==> src/rtl/bmc_encoder_if.sv <==
// bmc_encoder_if: block handshake and BMC line bundle for the BMC transmitter.
// Revision: 1.0
`default_nettype none

interface bmc_encoder_if #(
  parameter int BLOCK_W = 28
);
  logic [BLOCK_W-1:0] i_block;
  logic               valid_in;
  logic               ready_out;
  logic               o_bit;
  logic               valid_out;

  modport master (
    output i_block, valid_in,
    input  ready_out, o_bit, valid_out
  );

  modport slave (
    input  i_block, valid_in,
    output ready_out, o_bit, valid_out
  );
endinterface

`default_nettype wire

==> src/rtl/bmc_encoder.sv <==
// bmc_encoder: Biphase Mark Code transmitter, MSB-first, one-deep hold for gapless blocks.
// Revision: 1.0
`default_nettype none

module bmc_encoder #(
  parameter int HALF_CYCLES = 1,
  parameter int BLOCK_W     = 28
) (
  input  wire logic  clk,
  input  wire logic  rst,   // asynchronous, active-low
  bmc_encoder_if.slave bus
);

  localparam int c_idx_w = (BLOCK_W > 1) ? $clog2(BLOCK_W) : 1;
  localparam int c_hc_w  = (HALF_CYCLES > 1) ? $clog2(HALF_CYCLES) : 1;
  localparam logic [c_idx_w-1:0] c_last_idx = c_idx_w'(BLOCK_W - 1);
  localparam logic [c_hc_w-1:0]  c_hc_last  = c_hc_w'(HALF_CYCLES - 1);

  typedef enum logic [0:0] {
    S_IDLE = 1'b0,
    S_BUSY = 1'b1
  } state_t;

  state_t               r_state,   w_state_nxt;
  logic [BLOCK_W-1:0]   r_shifter, w_shifter_nxt;
  logic [BLOCK_W-1:0]   r_hold,    w_hold_nxt;
  logic                 r_hold_v,  w_hold_v_nxt;
  logic [c_idx_w-1:0]   r_bit_idx, w_bit_idx_nxt;
  logic                 r_half,    w_half_nxt;
  logic [c_hc_w-1:0]    r_hcnt,    w_hcnt_nxt;
  logic                 r_level,   w_level_nxt;
  logic                 r_strobe,  w_strobe_nxt;

  logic w_accept;
  logic w_hc_end;
  logic w_blk_end;

  assign bus.ready_out = ~r_hold_v;
  assign bus.o_bit     = r_level;
  assign bus.valid_out = r_strobe;

  assign w_accept  = bus.valid_in & ~r_hold_v;
  assign w_hc_end  = (r_hcnt == c_hc_last);
  assign w_blk_end = (r_state == S_BUSY) & w_hc_end & r_half & (r_bit_idx == '0);

  always_ff @(posedge clk or negedge rst) begin
    if (!rst) begin
      r_state   <= S_IDLE;
      r_shifter <= '0;
      r_hold    <= '0;
      r_hold_v  <= 1'b0;
      r_bit_idx <= '0;
      r_half    <= 1'b0;
      r_hcnt    <= '0;
      r_level   <= 1'b0;
      r_strobe  <= 1'b0;
    end else begin
      r_state   <= w_state_nxt;
      r_shifter <= w_shifter_nxt;
      r_hold    <= w_hold_nxt;
      r_hold_v  <= w_hold_v_nxt;
      r_bit_idx <= w_bit_idx_nxt;
      r_half    <= w_half_nxt;
      r_hcnt    <= w_hcnt_nxt;
      r_level   <= w_level_nxt;
      r_strobe  <= w_strobe_nxt;
    end
  end

  // Outputs are registered one cycle ahead: the level for the next half-cell
  // is computed here so it lands on o_bit together with its strobe.
  always_comb begin
    w_state_nxt   = r_state;
    w_shifter_nxt = r_shifter;
    w_hold_nxt    = r_hold;
    w_hold_v_nxt  = r_hold_v;
    w_bit_idx_nxt = r_bit_idx;
    w_half_nxt    = r_half;
    w_hcnt_nxt    = r_hcnt;
    w_level_nxt   = r_level;
    w_strobe_nxt  = 1'b0;

    case (r_state)
      S_IDLE: begin
        if (w_accept) begin
          w_state_nxt   = S_BUSY;
          w_shifter_nxt = bus.i_block;
          w_bit_idx_nxt = c_last_idx;
          w_half_nxt    = 1'b0;
          w_hcnt_nxt    = '0;
          w_level_nxt   = ~r_level;
          w_strobe_nxt  = 1'b1;
        end
      end

      S_BUSY: begin
        if (!w_hc_end) begin
          w_hcnt_nxt = r_hcnt + c_hc_w'(1);
        end else begin
          w_hcnt_nxt = '0;
          if (!r_half) begin
            w_half_nxt   = 1'b1;
            w_level_nxt  = r_level ^ r_shifter[r_bit_idx];
            w_strobe_nxt = 1'b1;
          end else if (r_bit_idx != '0) begin
            w_half_nxt    = 1'b0;
            w_bit_idx_nxt = r_bit_idx - c_idx_w'(1);
            w_level_nxt   = ~r_level;
            w_strobe_nxt  = 1'b1;
          end else if (r_hold_v) begin
            w_shifter_nxt = r_hold;
            w_hold_v_nxt  = 1'b0;
            w_half_nxt    = 1'b0;
            w_bit_idx_nxt = c_last_idx;
            w_level_nxt   = ~r_level;
            w_strobe_nxt  = 1'b1;
          end else if (w_accept) begin
            w_shifter_nxt = bus.i_block;
            w_half_nxt    = 1'b0;
            w_bit_idx_nxt = c_last_idx;
            w_level_nxt   = ~r_level;
            w_strobe_nxt  = 1'b1;
          end else begin
            w_state_nxt = S_IDLE;
            w_half_nxt  = 1'b0;
          end
        end

        // A block arriving on the final cycle goes straight to the shifter above.
        if (w_accept && !w_blk_end) begin
          w_hold_nxt   = bus.i_block;
          w_hold_v_nxt = 1'b1;
        end
      end

      default: begin
        w_state_nxt = S_IDLE;
      end
    endcase
  end

endmodule

`default_nettype wire

==> src/flat_wrapper.sv <==
// flat-port wrapper written by rule: the top's interface ports become plain ports
module bmc_encoder_flat 
#(
  parameter int HALF_CYCLES = 1,
  parameter int BLOCK_W     = 28
)
  (clk, rst, bus_i_block, bus_valid_in, bus_ready_out, bus_o_bit, bus_valid_out);
  bmc_encoder_if #(.BLOCK_W(BLOCK_W)) bus_i ();
  input  wire logic clk;
  input  wire logic rst;
  input wire logic [$bits(bus_i.i_block)-1:0] bus_i_block;
  input wire logic [$bits(bus_i.valid_in)-1:0] bus_valid_in;
  output wire logic [$bits(bus_i.ready_out)-1:0] bus_ready_out;
  output wire logic [$bits(bus_i.o_bit)-1:0] bus_o_bit;
  output wire logic [$bits(bus_i.valid_out)-1:0] bus_valid_out;
  assign bus_i.i_block = bus_i_block;
  assign bus_i.valid_in = bus_valid_in;
  assign bus_ready_out = bus_i.ready_out;
  assign bus_o_bit = bus_i.o_bit;
  assign bus_valid_out = bus_i.valid_out;
  bmc_encoder #(.HALF_CYCLES(HALF_CYCLES), .BLOCK_W(BLOCK_W)) u_core (.clk(clk), .rst(rst), .bus(bus_i));
endmodule
==> config.mk <==
export PLATFORM = sky130hd
export DESIGN_NAME = bmc_encoder_flat
export DESIGN_NICKNAME = d
export VERILOG_FILES = /design/src/rtl/bmc_encoder_if.sv /design/src/rtl/bmc_encoder.sv /design/src/flat_wrapper.sv
export SDC_FILE = /design/constraint.sdc
export NUM_CORES = 1
export LEC_CHECK = 0
export CORE_ASPECT_RATIO = 0.9
export CORE_MARGIN = 2
export CORE_UTILIZATION = 38
export DETAILED_ROUTE_END_ITERATION = 10
export GPL_TIMING_DRIVEN = 0
export PLACE_DENSITY_LB_ADDON = 0.3
export SLEW_MARGIN = 20
export SYNTH_ARGS = -nofsm -noshare
export SYNTH_HDL_FRONTEND = slang
export SYNTH_SLANG_ARGS = --single-unit
==> constraint.sdc <==
create_clock -name clk -period 2.7 [get_ports clk]
set_input_delay 0.54 -clock clk [delete_from_list [all_inputs] [get_ports clk]]
set_output_delay 0.54 -clock clk [all_outputs]
set_load 0.05 [all_outputs]
* After elaboration in Yosys (flattened, before gate mapping)
Index checks and enable logic that the tools add are counted.
** Word-level totals
- Register bits :: 67
- Output and inout bits :: 3
** Cells by class
- $add $sub $neg :: 2
- Magnitude comparators :: 1
- Equal/unequal tests :: 6
- Mux-type cells :: 38
- Bitwise gates (word level) :: 9
- Reductions and logical operators :: 10
** Operator list (number)
- 28-bit 2-to-1 mux :: 5
- 28-bit one-hot mux with 2 select lines :: 1
- 5-bit 2-to-1 mux :: 5
- 1-bit 2-to-1 mux :: 20
- 2-bit inequality test, second input constant :: 5
- 1-bit one-hot mux with 2 select lines :: 5
- 5-bit one-hot mux with 2 select lines :: 1
- 5-bit by 6-bit < comparator with 1-bit output, second input constant :: 1
- 2-bit AND reduction :: 3
- 1-bit binary-select mux with 5-bit select :: 1
- 5-bit logical NOT :: 1
- 5-bit nonzero test :: 1
- 5-bit by 1-bit subtractor with 5-bit output, second input constant :: 1
- 1-bit AND :: 4
- 1-bit inverter :: 4
- 4-bit AND reduction :: 1
- 3-bit AND reduction :: 1
- 2-bit by 1-bit inequality test with 1-bit output, second input constant :: 1
- 2-bit nonzero test :: 1
- 1-bit adder, second input constant :: 1
- 1-bit logical AND :: 1
- 1-bit logical NOT :: 1
- 1-bit bitwise XOR :: 1

* Logic depth before layout (Yosys ltp)
Gate-level depths: netlist of run 1.
- Word-level depth :: 8
- Depth in mapped cells :: 10
- Mapped depth without buffers :: 7

* Least setup slack after synthesis of run 1
No wires, ideal clock.
- Path type :: reg2reg
- Start :: register u_core.r_bit_idx[1]
- End :: register u_core.r_hold[10]
- Arrival time :: 1.970 ns
- Data required time :: 2.575 ns
- Slack :: 0.605 ns
- Stages on the path, launching flop included :: 9
- Path buffers :: 2
- Clock period less this slack :: 2.095 ns
- Cell sequence :: dfrtp_1 -> clkbuf_1 -> inv_1 -> ha_1 -> nor4b_4 -> a21o_4 -> nor2_4 -> buf_6 -> mux2_2
** On the way
- Longest elaborated chain between the ends :: 5
** RTL lines
- start: declaration :: RTL line bmc_encoder.sv:28 : logic [c_idx_w-1:0] r_bit_idx, w_bit_idx_nxt;
- start signal: assignment :: RTL line bmc_encoder.sv:62 : r_bit_idx <= w_bit_idx_nxt;
- 5-bit logical NOT :: RTL line bmc_encoder.sv:44 : assign w_blk_end = (r_state == S_BUSY) & w_hc_end & r_half & (r_bit_idx == '0);
- 1-bit AND :: RTL line bmc_encoder.sv:44
- 1-bit logical NOT :: RTL line bmc_encoder.sv:130 : if (w_accept && !w_blk_end) begin
- 1-bit logical AND :: RTL line bmc_encoder.sv:130
- 2-bit AND reduction (no source line)
- end signal: assignment :: RTL line bmc_encoder.sv:60 : r_hold <= w_hold_nxt;
- end: declaration :: RTL line bmc_encoder.sv:26 : logic [BLOCK_W-1:0] r_hold, w_hold_nxt;
Every way passes these cells.
A chain may end at the register's enable or synchronous reset.

* Worst setup path after layout of run 1
- Start :: register u_core.r_bit_idx[0]
- End :: register u_core.r_hold[11]
The elaborated chain is that of the path after synthesis.

==> impl_summary.log, run 1 <==
[metrics] result of the run: finished, final reports clean
[metrics] CP max stage cell: sky130_fd_sc_hd__dfrtp_1
[metrics] slew of the pin with the lowest slew margin: 542 ps
[metrics] clock transition time at the flip-flop clock pins of the worst setup and hold paths: 70 ps
[metrics] static leakage: 1.50 nW
[metrics] maximum clock skew at final layout: 7.90 ps
[metrics] maximum clock rate: 417 MHz
[metrics] data arrival time of the critical path: between 2000 and 3000 ps
[metrics] CTS Root Cell: sky130_fd_sc_hd__clkbuf_8
[metrics] number of buffers inserted during clock tree synthesis: 9
[metrics] crit start category: flop
[metrics] post-synth design cell area: about 3100 um2
[metrics] # rows: 31
[metrics] Initial Util: about two fifths
[metrics] flip-flop and latch count after synthesis: 65
[metrics] CP Class: flop to flop
[metrics] number of maximum-capacitance constraint violations: 0
[metrics] average size of a mapped cell: 11.5 um2
[metrics] layout overhead on the synthesized area: 20.8%
[metrics] register-to-register setup slack: 300 ps
[metrics] Slew headroom: 63.9%
[metrics] clk_lat worst skew: 350 ps
[metrics] Finished Layout Cells: 412
[metrics] CTS tree: yes
[metrics] count of vias placed by the detailed router: 2,219
[metrics] largest driver fanout on the critical path: 10
[metrics] number of hold-repair buffers added at the cts stage: 0
[metrics] pwr dens: 592 nW/um2
[metrics] highest layer used for signal routing: met4
[metrics] largest net degree at the start of global routing: 37
[metrics] Final Max Tran Viols: 0
[metrics] met3 WL post-DR: 244 um
[metrics] post-layout minimum cycle time: 2400 ps
[metrics] number of nets with antenna violations after routing: 0
[metrics] via count of the first global-routing pass: 2,268
[metrics] setup repair after global routing missed its margin: false
[metrics] detailed placement HPWL: approximately 4400 um
[metrics] number of top-level pins: 34
[metrics] number of sinks driven by the clock tree: 65
[metrics] H-Tree Level Count: 3
[metrics] top cells by area, synth: sky130_fd_sc_hd__dfrtp_1 (53%), sky130_fd_sc_hd__mux2_2 (11%), sky130_fd_sc_hd__o22ai_1 (6.1%)
[metrics] maximum resistive drop on vdd: ~350 uV
[metrics] sequence of cells on the critical path: buf_4, inv_1, ha_1, nor4b_4, a21o_4, nor2_4, buf_6, mux2_2
[metrics] die height: 89.2 um
[metrics] placeable core region: 7950 um2
[metrics] proportion of layout cells with a drive suffix above 1: 24.0%
[metrics] Ys Warns: 0
[metrics] Net count, final: 342
[metrics] per-cell routed wire length: roughly 16 um
[metrics] router iterations before antenna repair: 5
[metrics] stage delay of the slowest cell on the critical path: 420 ps
[metrics] reg-to-reg endpoint: u_core.r_hold[11]
[metrics] final hold violation count: 0
[metrics] post-synth top area share: between 50% and 60%
[metrics] launch point of the worst reg-to-reg path: u_core.r_bit_idx[0]
[metrics] width of the die: 98.6 um
[metrics] number of setup buffers added after CTS: 0
[metrics] Overflow after GRT: 0
[metrics] final sum of negative setup slack: 0 ps
[metrics] critical path data required time: 2930 ps
[metrics] crit share post-route: 88.9%
[metrics] Synthesized Nets: 298
[metrics] crit end category: flop
[metrics] number of placed instances, taps included: between 300 and 400
[metrics] final weighted congestion of routability-driven global placement: approximately 0.85
[metrics] number of buffers inserted by port buffering: 33
[metrics] global routing usage summed across all routing layers: 16.3%
[metrics] worst min path class: input pin to async pin
[metrics] count of unique library cells instantiated by Yosys: 37
[metrics] total of endpoints with negative setup slack in the final report: 0
[metrics] global-route wire length before repair: 11,100 um
[metrics] final hold slack: 121 ps
[metrics] number of inserted diodes: 0
[metrics] library cell occupying the most area in the post-synthesis netlist: sky130_fd_sc_hd__dfrtp_1
[metrics] Syn Inst Count: 266
[metrics] DIE AREA: roughly 8800 um2
[metrics] antenna violations before repair: 0
[metrics] Worst Reg2Reg Path Length in Cells: 8
[metrics] count of instances resized after the clock tree is built: 0
[metrics] initial detailed-routing violation count: 89
[metrics] routed vias/inst: around 5.4
[metrics] routed wire length on met2: 3030 um
[metrics] Max Root-Sink Buffers: 2
[metrics] wire length reported by the detailed router: 6450 um
[metrics] drt drc: 0
[metrics] share of the yosys chip area belonging to registers: 53.1%
[metrics] Met1 Routed Length: about 3100 um
==> worst max path at each step <==
stage / start / to / depth (start not counted)
finish: u_core.r_bit_idx[0] / u_core.r_hold[11] / 8
floorplan: u_core.r_bit_idx[1] / u_core.r_hold[10] / 8
detailed placement: u_core.r_bit_idx[1] / u_core.r_hold[11] / 8
global placement: rst / u_core.r_hold[14] / 1
global route: u_core.r_bit_idx[0] / u_core.r_hold[8] / 8
CTS: u_core.r_bit_idx[1] / u_core.r_hold[11] / 8
==> synth_stat cells, drive strengths merged <==
library cell / n
a211o: 1
a21o: 1
a21oi: 30
a222oi: 1
a22oi: 1
a311oi: 1
a31oi: 3
and2: 1
and3: 1
buf: 10
clkbuf: 11
dfrtp: 65
ha: 1
inv: 7
mux2: 29
mux2i: 3
mux4: 6
nand2: 9
nand2b: 2
nand3: 2
nand3b: 1
nand4b: 2
nor2: 32
nor3: 1
nor3b: 1
nor4b: 1
o21a: 1
o21ai: 9
o22ai: 30
o311a: 1
o311ai: 1
or4: 1
==> where the power goes <==
part	internal, mW	total [mW]	switching [mW]	leakage, nW
sequential	1.09	1.14	0.0587	0.765
combinational	0.171	0.313	0.142	0.645
clock	0.369	0.732	0.362	0.0871
total	1.63	2.19	0.562	1.50
==> sequential cells by signal, indices dropped and copies added (netlist names) <==
| signal | count |
|---|---|
| u_core.r_half | 1 |
| u_core.bus.o_bit | 1 |
| u_core.r_bit_idx | 5 |
| u_core.r_hold | 28 |
| u_core.r_state | 1 |
| u_core.r_shifter | 28 |
| u_core.r_hold_v | 1 |
==> critical path, delay by kind of cell (launching register included) <==
family / cells / cell delay, ps
adder cells (fa/ha/maj): 1 / 230
AO/OA/AOI/OAI: 1 / 250
buffers and inverters: 3 / 530
multiplexers: 1 / 340
flip-flops: 1 / 420
AND/OR/NAND/NOR: 2 / 500
==> per-layer routing <==
layer,up-vias,GRT usage [%]
li1,1062,-
met1,1113,21.4
met2,36,26.5
met3,8,4.22
met4,0,5.60
met5,-,0
==> per-stage QoR <==
stage / cell area, um2 / setup slack, ps / util (%) / total power, mW
2_1_floorplan: 3060 / 605 / - / 1.35
3_3_place_gp: 3520 / -1150 / 44.2 / 1.46
3_5_place_dp: 3530 / 114 / 44.5 / 1.48
4_1_cts: 3700 / 112 / 46.6 / 2.22
5_1_grt: 3700 / 158 / 46.5 / 2.31
6_report: 3700 / 300 / 46.5 / 2.19
==> cell type report <==
cell class | count | area, um2
Timing Repair Buffer | 34 | 348
Multi-Input combinational cell | 173 | 1290
Inverter | 7 | 26.3
Sequential cell | 65 | 1630
Clock buffer | 11 | 151
Tap cell | 99 | 124
Clock inverter | 3 | 17.5
Buffer | 20 | 120
Fill cell | 767 | 4250
==> cell usage in the layout (no fill, tap or decap), types with 9 or more instances in the layout <==
master                            synthesis  layout
sky130_fd_sc_hd__nor2_1                  31      31
sky130_fd_sc_hd__a21oi_1                 20      20
sky130_fd_sc_hd__clkbuf_8                 0      11
sky130_fd_sc_hd__dfrtp_1                 65      65
sky130_fd_sc_hd__clkbuf_1                11      10
sky130_fd_sc_hd__clkdlybuf4s50_1          0      32
sky130_fd_sc_hd__o22ai_1                 30      30
sky130_fd_sc_hd__a21oi_2                 10      10
sky130_fd_sc_hd__nand2_1                  9       9
sky130_fd_sc_hd__mux2_2                  29      29
==> kinds of logic after synthesis <==
kind of cell,share of synthesized area (%)
muxes,16.1
AOI/OAI and AO/OA,16.8
adders and majority gates,0.408
buffers and inverters,4.90
and+or+nand+nor,8.70
DFF,53.1
(Power assumes the default switching activity.)
==> run 2: changes to the inputs <==
--- a/config.mk
+++ b/config.mk
@@ -7,7 +7,7 @@
 export LEC_CHECK = 0
 export CORE_ASPECT_RATIO = 0.9
 export CORE_MARGIN = 2
-export CORE_UTILIZATION = 38
+export CORE_UTILIZATION = 45
 export DETAILED_ROUTE_END_ITERATION = 10
 export GPL_TIMING_DRIVEN = 0
 export PLACE_DENSITY_LB_ADDON = 0.3
==> run 2 against run 1 <==
Net effect:
- power grew 3.6%
- largest power group unchanged
- critical path type unchanged
- routed wire length decreased by 2.7%
- critical endpoint is now u_core.r_hold[8]
- cell area increased by 0.34%
- clock skew fell by 4.5 ps
- non-clock buffer count is 1 higher
==> impl_summary.log, run 2 (synthesis gave the netlist of run 1 again) <==
[metrics] Register Area: 1630 um2 (unchanged)
[metrics] Worst Setup Slack, final: 192 ps (-108 ps)
[metrics] Final Max Tran Viols: 0 (unchanged)
[metrics] switching pwr: 0.561 mW (-0.21%)
[metrics] number of hold-repair buffers added at the cts stage: 0 (unchanged)
[metrics] final hold violation count: 0 (unchanged)
[metrics] static leakage: 1.51 nW (+0.77%)
[metrics] H-Tree Level Count: 3 (unchanged)
[metrics] per-cell routed wire length: 15.5 um (-1.2%)
[metrics] count of instances resized after the clock tree is built: 0 (unchanged)
[metrics] via count of the first global-routing pass: 2,141 (-5.6%)
[metrics] CTS Root Cell: sky130_fd_sc_hd__clkbuf_8
[metrics] PnR Total Power: 2.27 mW (+3.6%)
[metrics] DIE AREA: 7480 um2 (-15%)
[metrics] clk_lat worst skew: 340 ps (about the same)
[metrics] drt drc: 0 (unchanged)
[metrics] Initial Util: 46.5% (+8.0 points)
[metrics] wire length reported by the detailed router: 6280 um (-2.7%)
[metrics] data arrival time of the critical path: 2740 ps (+110 ps)
[metrics] CP Class: flop to flop
[metrics] number of buffers inserted by port buffering: 33 (unchanged)
[metrics] Overflow after GRT: 0 (unchanged)
[metrics] crit start category: flop
[metrics] proportion of layout cells with a drive suffix above 1: 23.4% (-0.54 points)
[metrics] reg-to-reg endpoint: u_core.r_hold[8]
[metrics] detailed placement HPWL: 4290 um (-3.1%)
[metrics] crit end category: flop
[metrics] combinational power share: 13.8% (-0.5 points)
[metrics] count of vias placed by the detailed router: 2,215 (-0.18%)
[metrics] setup repair after global routing missed its margin: false
[metrics] width of the die: 91.0 um (-7.8%)
[metrics] worst min path class: input pin to async pin
[metrics] router iterations before antenna repair: 4 (-1)
[metrics] launch point of the worst reg-to-reg path: u_core.r_bit_idx[1]
[metrics] worst slack at placement: 225 ps (+111 ps)
[metrics] slew of the pin with the lowest slew margin: 552 ps (+9.58 ps)
[metrics] placeable core region: 6590 um2 (-17%)
[metrics] largest net degree at the start of global routing: 37 (unchanged)
[metrics] final weighted congestion of routability-driven global placement: 0.849 (+0.14%)
[metrics] Net count, final: 343 (+0.29%)
[metrics] total of endpoints with negative setup slack in the final report: 0 (unchanged)
[metrics] maximum resistive drop on vdd: 329 uV (-5.6%)
[metrics] global-route wire length before repair: 10,600 um (-4.8%)
[metrics] crit share post-route: 92.9% (+4.0 points)
[metrics] clock transition time at the flip-flop clock pins of the worst setup and hold paths: 70 ps (about the same)
[metrics] FILL cells: 593 (-23%)
[metrics] part of the power in registers: 50.4% (-1.9 points)
[metrics] layout overhead on the synthesized area: 21.2%
[metrics] maximum clock skew at final layout: 3.41 ps (-4.49 ps)
[metrics] register-to-register setup slack: 190 ps (-110 ps)
[metrics] maximum clock rate: 399 MHz (-4.3%)
[metrics] die height: 82.3 um (-7.7%)
[metrics] Slew headroom: 63.2% (-0.64 points)
[metrics] most frequent standard cell in the layout excluding fill and tap cells: sky130_fd_sc_hd__dfrtp_1
[metrics] crit path capture: u_core.r_hold[8]
[metrics] Worst Reg2Reg Path Length in Cells: 8 (unchanged)
[metrics] clock share of power: 35.7% (+2.3 points)
[metrics] antenna violations before repair: 0 (unchanged)
[metrics] number of setup buffers added after CTS: 0 (unchanged)
[metrics] number of top-level pins: 34 (unchanged)
[metrics] critical path data required time: 2930 ps (about the same)
[metrics] initial detailed-routing violation count: 164 (+84%)
[metrics] Max Root-Sink Buffers: 2 (unchanged)
[metrics] Worst Setup SP: u_core.r_bit_idx[1]
[metrics] post-layout minimum cycle time: 2510 ps (+108 ps)
[metrics] global routing usage summed across all routing layers: 18.4% (+2.1 points)
[metrics] commonest cells after routing, fill and taps aside: sky130_fd_sc_hd__dfrtp_1 (65), sky130_fd_sc_hd__clkdlybuf4s50_1 (32), sky130_fd_sc_hd__nor2_1 (31), sky130_fd_sc_hd__o22ai_1 (30), sky130_fd_sc_hd__mux2_2 (29)
[metrics] number of maximum-capacitance constraint violations: 0 (unchanged)
[metrics] registers with the most flip-flops: u_core.r_hold x28, u_core.r_shifter x28, u_core.r_bit_idx x5
[metrics] area occupied by multi-input gates: 1290 um2 (unchanged)
[metrics] pwr dens: 611 nW/um2 (+3.3%)
[metrics] share of total power consumed by net switching: 24.8% (-0.95 points)
[metrics] routed vias/inst: 5.46 (+1.3%)
[metrics] number of sinks driven by the clock tree: 65 (unchanged)
[metrics] number of nets with antenna violations after routing: 0 (unchanged)
[metrics] result of the run: finished, final reports clean
[metrics] number of buffers inserted during clock tree synthesis: 9 (unchanged)
[metrics] largest driver fanout on the critical path: 10 (unchanged)
[metrics] total internal power: 1.71 mW (+4.9%)
[metrics] number of inserted diodes: 0 (unchanged)
[metrics] CTS tree: yes
[metrics] # rows: 28 (-9.7%)
[run 2: power by group through the flow]
stage	clock network, mW	registers [mW]	logic, mW
floorplan	0	1.15	0.197
global route	0.890	1.16	0.346
CTS	0.831	1.14	0.318
finish	0.810	1.14	0.313
detailed placement	0	1.16	0.317
global placement	0	1.16	0.306
[run 2: cell type report]
class / instances / share of cell area (%)
tap: 90 / 3.03
multi-input combinational: 173 / 34.6
clock inverter: 3 / 1.08
sequential: 65 / 43.8
buffer: 21 / 3.34
clock buffer: 13 / 4.01
timing repair buffer: 34 / 9.37
inverter: 7 / 0.708
[run 2: worst min path at each step]
stage | slack, ps | start | end | depth (start not counted)
CTS | 120 | rst | u_core.bus.o_bit | 1
floorplan | 240 | rst | u_core.bus.o_bit | 0
finish | 110 | rst | u_core.bus.o_bit | 1
detailed placement | 490 | rst | u_core.bus.o_bit | 1
global placement | 490 | u_core.r_hold[17] | u_core.r_hold[17] | 1
global route | 140 | rst | u_core.r_hold[1] | 1
[run 2: metrics by stage]
stage | utilization, % | cell area, um2 | setup TNS [ps] | hold slack, ps | std cells
6_report | 56.4 | 3710 | 0 | 115 | 406
5_1_grt | 56.4 | 3710 | 0 | 140 | 406
4_1_cts | 56.4 | 3710 | 0 | 119 | 406
3_5_place_dp | 53.5 | 3520 | 0 | 494 | 390
3_3_place_gp | 53.2 | 3510 | -71030 | 490 | 389
2_1_floorplan | - | 3060 | 0 | 244 | 266
[run 2: routing by layer]
layer | global-route usage, % | vias to the layer above | wire (um)
li1 | - | 1067 | -
met4 | 6.82 | 0 | 100
met3 | 5.17 | 9 | 260
met1 | 25.0 | 1092 | 3030
met5 | 0 | - | 0
met2 | 28.6 | 47 | 2890
[run 2: critical path: stages, from the launching register on]
cell	delay, ps
sky130_fd_sc_hd__dfrtp_1	320
sky130_fd_sc_hd__clkbuf_1	390
sky130_fd_sc_hd__inv_1	130
sky130_fd_sc_hd__ha_1	240
sky130_fd_sc_hd__nor4b_4	170
sky130_fd_sc_hd__a21o_4	240
sky130_fd_sc_hd__nor2_4	330
sky130_fd_sc_hd__buf_6	220
sky130_fd_sc_hd__mux2_2	350
==> run 3: changes to the inputs <==
--- a/config.mk
+++ b/config.mk
@@ -6,7 +6,6 @@
 export NUM_CORES = 1
 export LEC_CHECK = 0
 export CORE_ASPECT_RATIO = 0.9
-export CORE_MARGIN = 2
 export CORE_UTILIZATION = 45
 export DETAILED_ROUTE_END_ITERATION = 10
 export GPL_TIMING_DRIVEN = 0
==> run 3 against run 2 <==
Net effect:
- sequential power is essentially flat
- clock-buffer cell count shrank 3
- via count increased by 1.1%
- flip-flop and latch count is the same
- critical endpoint is now u_core.r_hold[9]
==> impl_summary.log, run 3 (synthesis gave the netlist of run 1 again) <==
[metrics] result of the run: finished, final reports clean
[metrics] # rows: 28 (unchanged)
[metrics] width of the die: 89.0 um (-2.2%)
[metrics] Net count, final: 343 (unchanged)
[metrics] FILL cells: 609 (+2.7%)
[metrics] router iterations before antenna repair: 4 (unchanged)
[metrics] detailed placement HPWL: 4390 um (+2.2%)
[metrics] wire length reported by the detailed router: 6370 um (+1.5%)
[metrics] proportion of layout cells with a drive suffix above 1: 24.1% (+0.71 points)
[metrics] commonest cells after routing, fill and taps aside: sky130_fd_sc_hd__dfrtp_1 (65), sky130_fd_sc_hd__clkdlybuf4s50_1 (32), sky130_fd_sc_hd__nor2_1 (31), sky130_fd_sc_hd__o22ai_1 (30), sky130_fd_sc_hd__mux2_2 (29)
[metrics] routed vias/inst: 5.53 (+1.3%)
[metrics] worst min path class: input pin to async pin
[metrics] number of hold-repair buffers added at the cts stage: 0 (unchanged)
[metrics] slew of the pin with the lowest slew margin: 549 ps (-2.82 ps)
[metrics] clk_lat worst skew: 350 ps (about the same)
[metrics] Max Root-Sink Buffers: 2 (unchanged)
[metrics] Initial Util: 46.5% (unchanged)
[metrics] pwr dens: 634 nW/um2 (+3.7%)
[metrics] GRT met2 Usage: 31.2% (+2.6 points)
[metrics] number of inserted diodes: 0 (unchanged)
[metrics] placeable core region: 6590 um2 (unchanged)
[metrics] global-route wire length before repair: 10,900 um (+3.0%)
[metrics] total of endpoints with negative setup slack in the final report: 0 (unchanged)
[metrics] largest net degree at the start of global routing: 37 (unchanged)
[metrics] H-Tree Level Count: 3 (unchanged)
[metrics] data arrival time of the critical path: 2730 ps (about the same)
[metrics] crit start category: flop
[metrics] Slew headroom: 63.4% (+0.19 points)
[metrics] antenna violations before repair: 0 (unchanged)
[metrics] number of maximum-capacitance constraint violations: 0 (unchanged)
[metrics] final hold slack: 116 ps (+1.40 ps)
[metrics] DIE AREA: 7140 um2 (-4.6%)
[metrics] final hold violation count: 0 (unchanged)
[metrics] number of top-level pins: 34 (unchanged)
[metrics] CTS tree: yes
[metrics] number of buffers inserted during clock tree synthesis: 9 (unchanged)
[metrics] drt drc: 0 (unchanged)
[metrics] met3 track demand over resource in global routing: 7.40% (+2.2 points)
[metrics] global routing usage summed across all routing layers: 20.9% (+2.6 points)
[metrics] met1 track demand over resource in global routing: 28.4% (+3.5 points)
[metrics] critical path data required time: 2930 ps (about the same)
[metrics] registers with the most flip-flops: u_core.r_hold x28, u_core.r_shifter x28, u_core.r_bit_idx x5
[metrics] maximum resistive drop on vdd: 410 uV (+25%)
[metrics] count of vias placed by the detailed router: 2,239 (+1.1%)
[metrics] CP Class: flop to flop
[metrics] largest driver fanout on the critical path: 10 (unchanged)
[metrics] maximum clock skew at final layout: 7.02 ps (+3.61 ps)
[metrics] Overflow after GRT: 0 (unchanged)
[metrics] die height: 80.3 um (-2.4%)
[metrics] final weighted congestion of routability-driven global placement: 0.824 (-2.9%)
[metrics] crit end category: flop
[metrics] number of nets with antenna violations after routing: 0 (unchanged)
[metrics] setup repair after global routing missed its margin: false
[metrics] maximum clock rate: 400 MHz (+0.39%)
[metrics] clock transition time at the flip-flop clock pins of the worst setup and hold paths: 70 ps (about the same)
[metrics] number of setup buffers added after CTS: 0 (unchanged)
[metrics] CTS Root Cell: sky130_fd_sc_hd__clkbuf_8
[metrics] initial detailed-routing violation count: 99 (-40%)
[metrics] count of instances resized after the clock tree is built: 0 (unchanged)
[metrics] number of buffers inserted by port buffering: 33 (unchanged)
[metrics] Final Max Tran Viols: 0 (unchanged)
[metrics] fraction of the core area covered by cells at the end of the flow: 56.8% (+0.44 points)
[metrics] number of sinks driven by the clock tree: 65 (unchanged)
[metrics] most frequent standard cell in the layout excluding fill and tap cells: sky130_fd_sc_hd__dfrtp_1
[metrics] layout overhead on the synthesized area: 22.1%
[metrics] crit share post-route: 92.5% (-0.36 points)
[metrics] number of placed instances, taps included: 390 (unchanged)
[metrics] post-layout minimum cycle time: 2500 ps (-9.82 ps)
[metrics] via count of the first global-routing pass: 2,241 (+4.7%)
[metrics] busiest metal layer after global routing: met2
[metrics] Worst Reg2Reg Path Length in Cells: 8 (unchanged)
[metrics] Finished Layout Cells: 405 (-0.25%)
[metrics] static leakage: 1.52 nW (+0.46%)
[metrics] per-cell routed wire length: 15.7 um (+1.8%)
## run 3: cell types whose count changed in the layout (fill, tap and decap cells not counted), sizes merged
cell | before | now
clkbuf | 24 | 21
clkinv | 2 | 1
clkinvlp | 0 | 2
bufinv | 1 | 2
## run 3: cell type report
type	count	area [um2]	share of cell area, %
sequential	65	1630	43.5
multi-input combinational	173	1290	34.4
timing repair buffer	34	348	9.30
clock buffer	10	138	3.68
buffer	21	124	3.31
tap	90	113	3.01
clock inverter	5	80.1	2.14
inverter	7	26.3	0.702
## run 3: per-stage QoR
stage               setup TNS (ps)  power (mW)  setup slack, ps  cell area [um2]
floorplan                        0        1.35              605             3060
detailed placement               0        1.48              183             3520
finish                           0        2.37              202             3740
global route                     0        2.49             16.2             3740
CTS                              0        2.39              191             3740
global placement            -71160        1.46            -1100             3510
## run 3: routing by layer
| layer | part of all wire (%) | vias up |
|---|---|---|
| li1 | - | 1064 |
| met5 | 0 | - |
| met2 | 48 | 40 |
| met3 | 4.1 | 9 |
| met1 | 47 | 1126 |
| met4 | 1.4 | 0 |
## run 3: worst max-delay path, cell delays in order, from the launching register on
cell and delay, ps:
sky130_fd_sc_hd__dfrtp_1 320, sky130_fd_sc_hd__clkbuf_1 380, sky130_fd_sc_hd__inv_1 130, sky130_fd_sc_hd__ha_1 240, sky130_fd_sc_hd__nor4b_4 170, sky130_fd_sc_hd__a21o_4 240
sky130_fd_sc_hd__nor2_4 340, sky130_fd_sc_hd__buf_6 220, sky130_fd_sc_hd__mux2_2 340
## run 3: power by group
part | switching (mW) | internal [mW]
Clock | 0.374 | 0.538
Sequential | 0.0602 | 1.08
Combinational | 0.143 | 0.171
Total | 0.577 | 1.79
## run 3: final timing paths
path,slack [ps],endpoint,start
setup / recovery,200,u_core.r_hold[9],u_core.r_bit_idx[1]
hold / removal,120,u_core.r_shifter[0],rst
max in group asynchronous,2060,u_core.r_shifter[13],rst
min in group clk,510,u_core.r_hold[17],u_core.r_hold[17]
setup reg to reg,200,u_core.r_hold[9],u_core.r_bit_idx[1]
hold reg to reg,510,u_core.r_hold[17],u_core.r_hold[17]
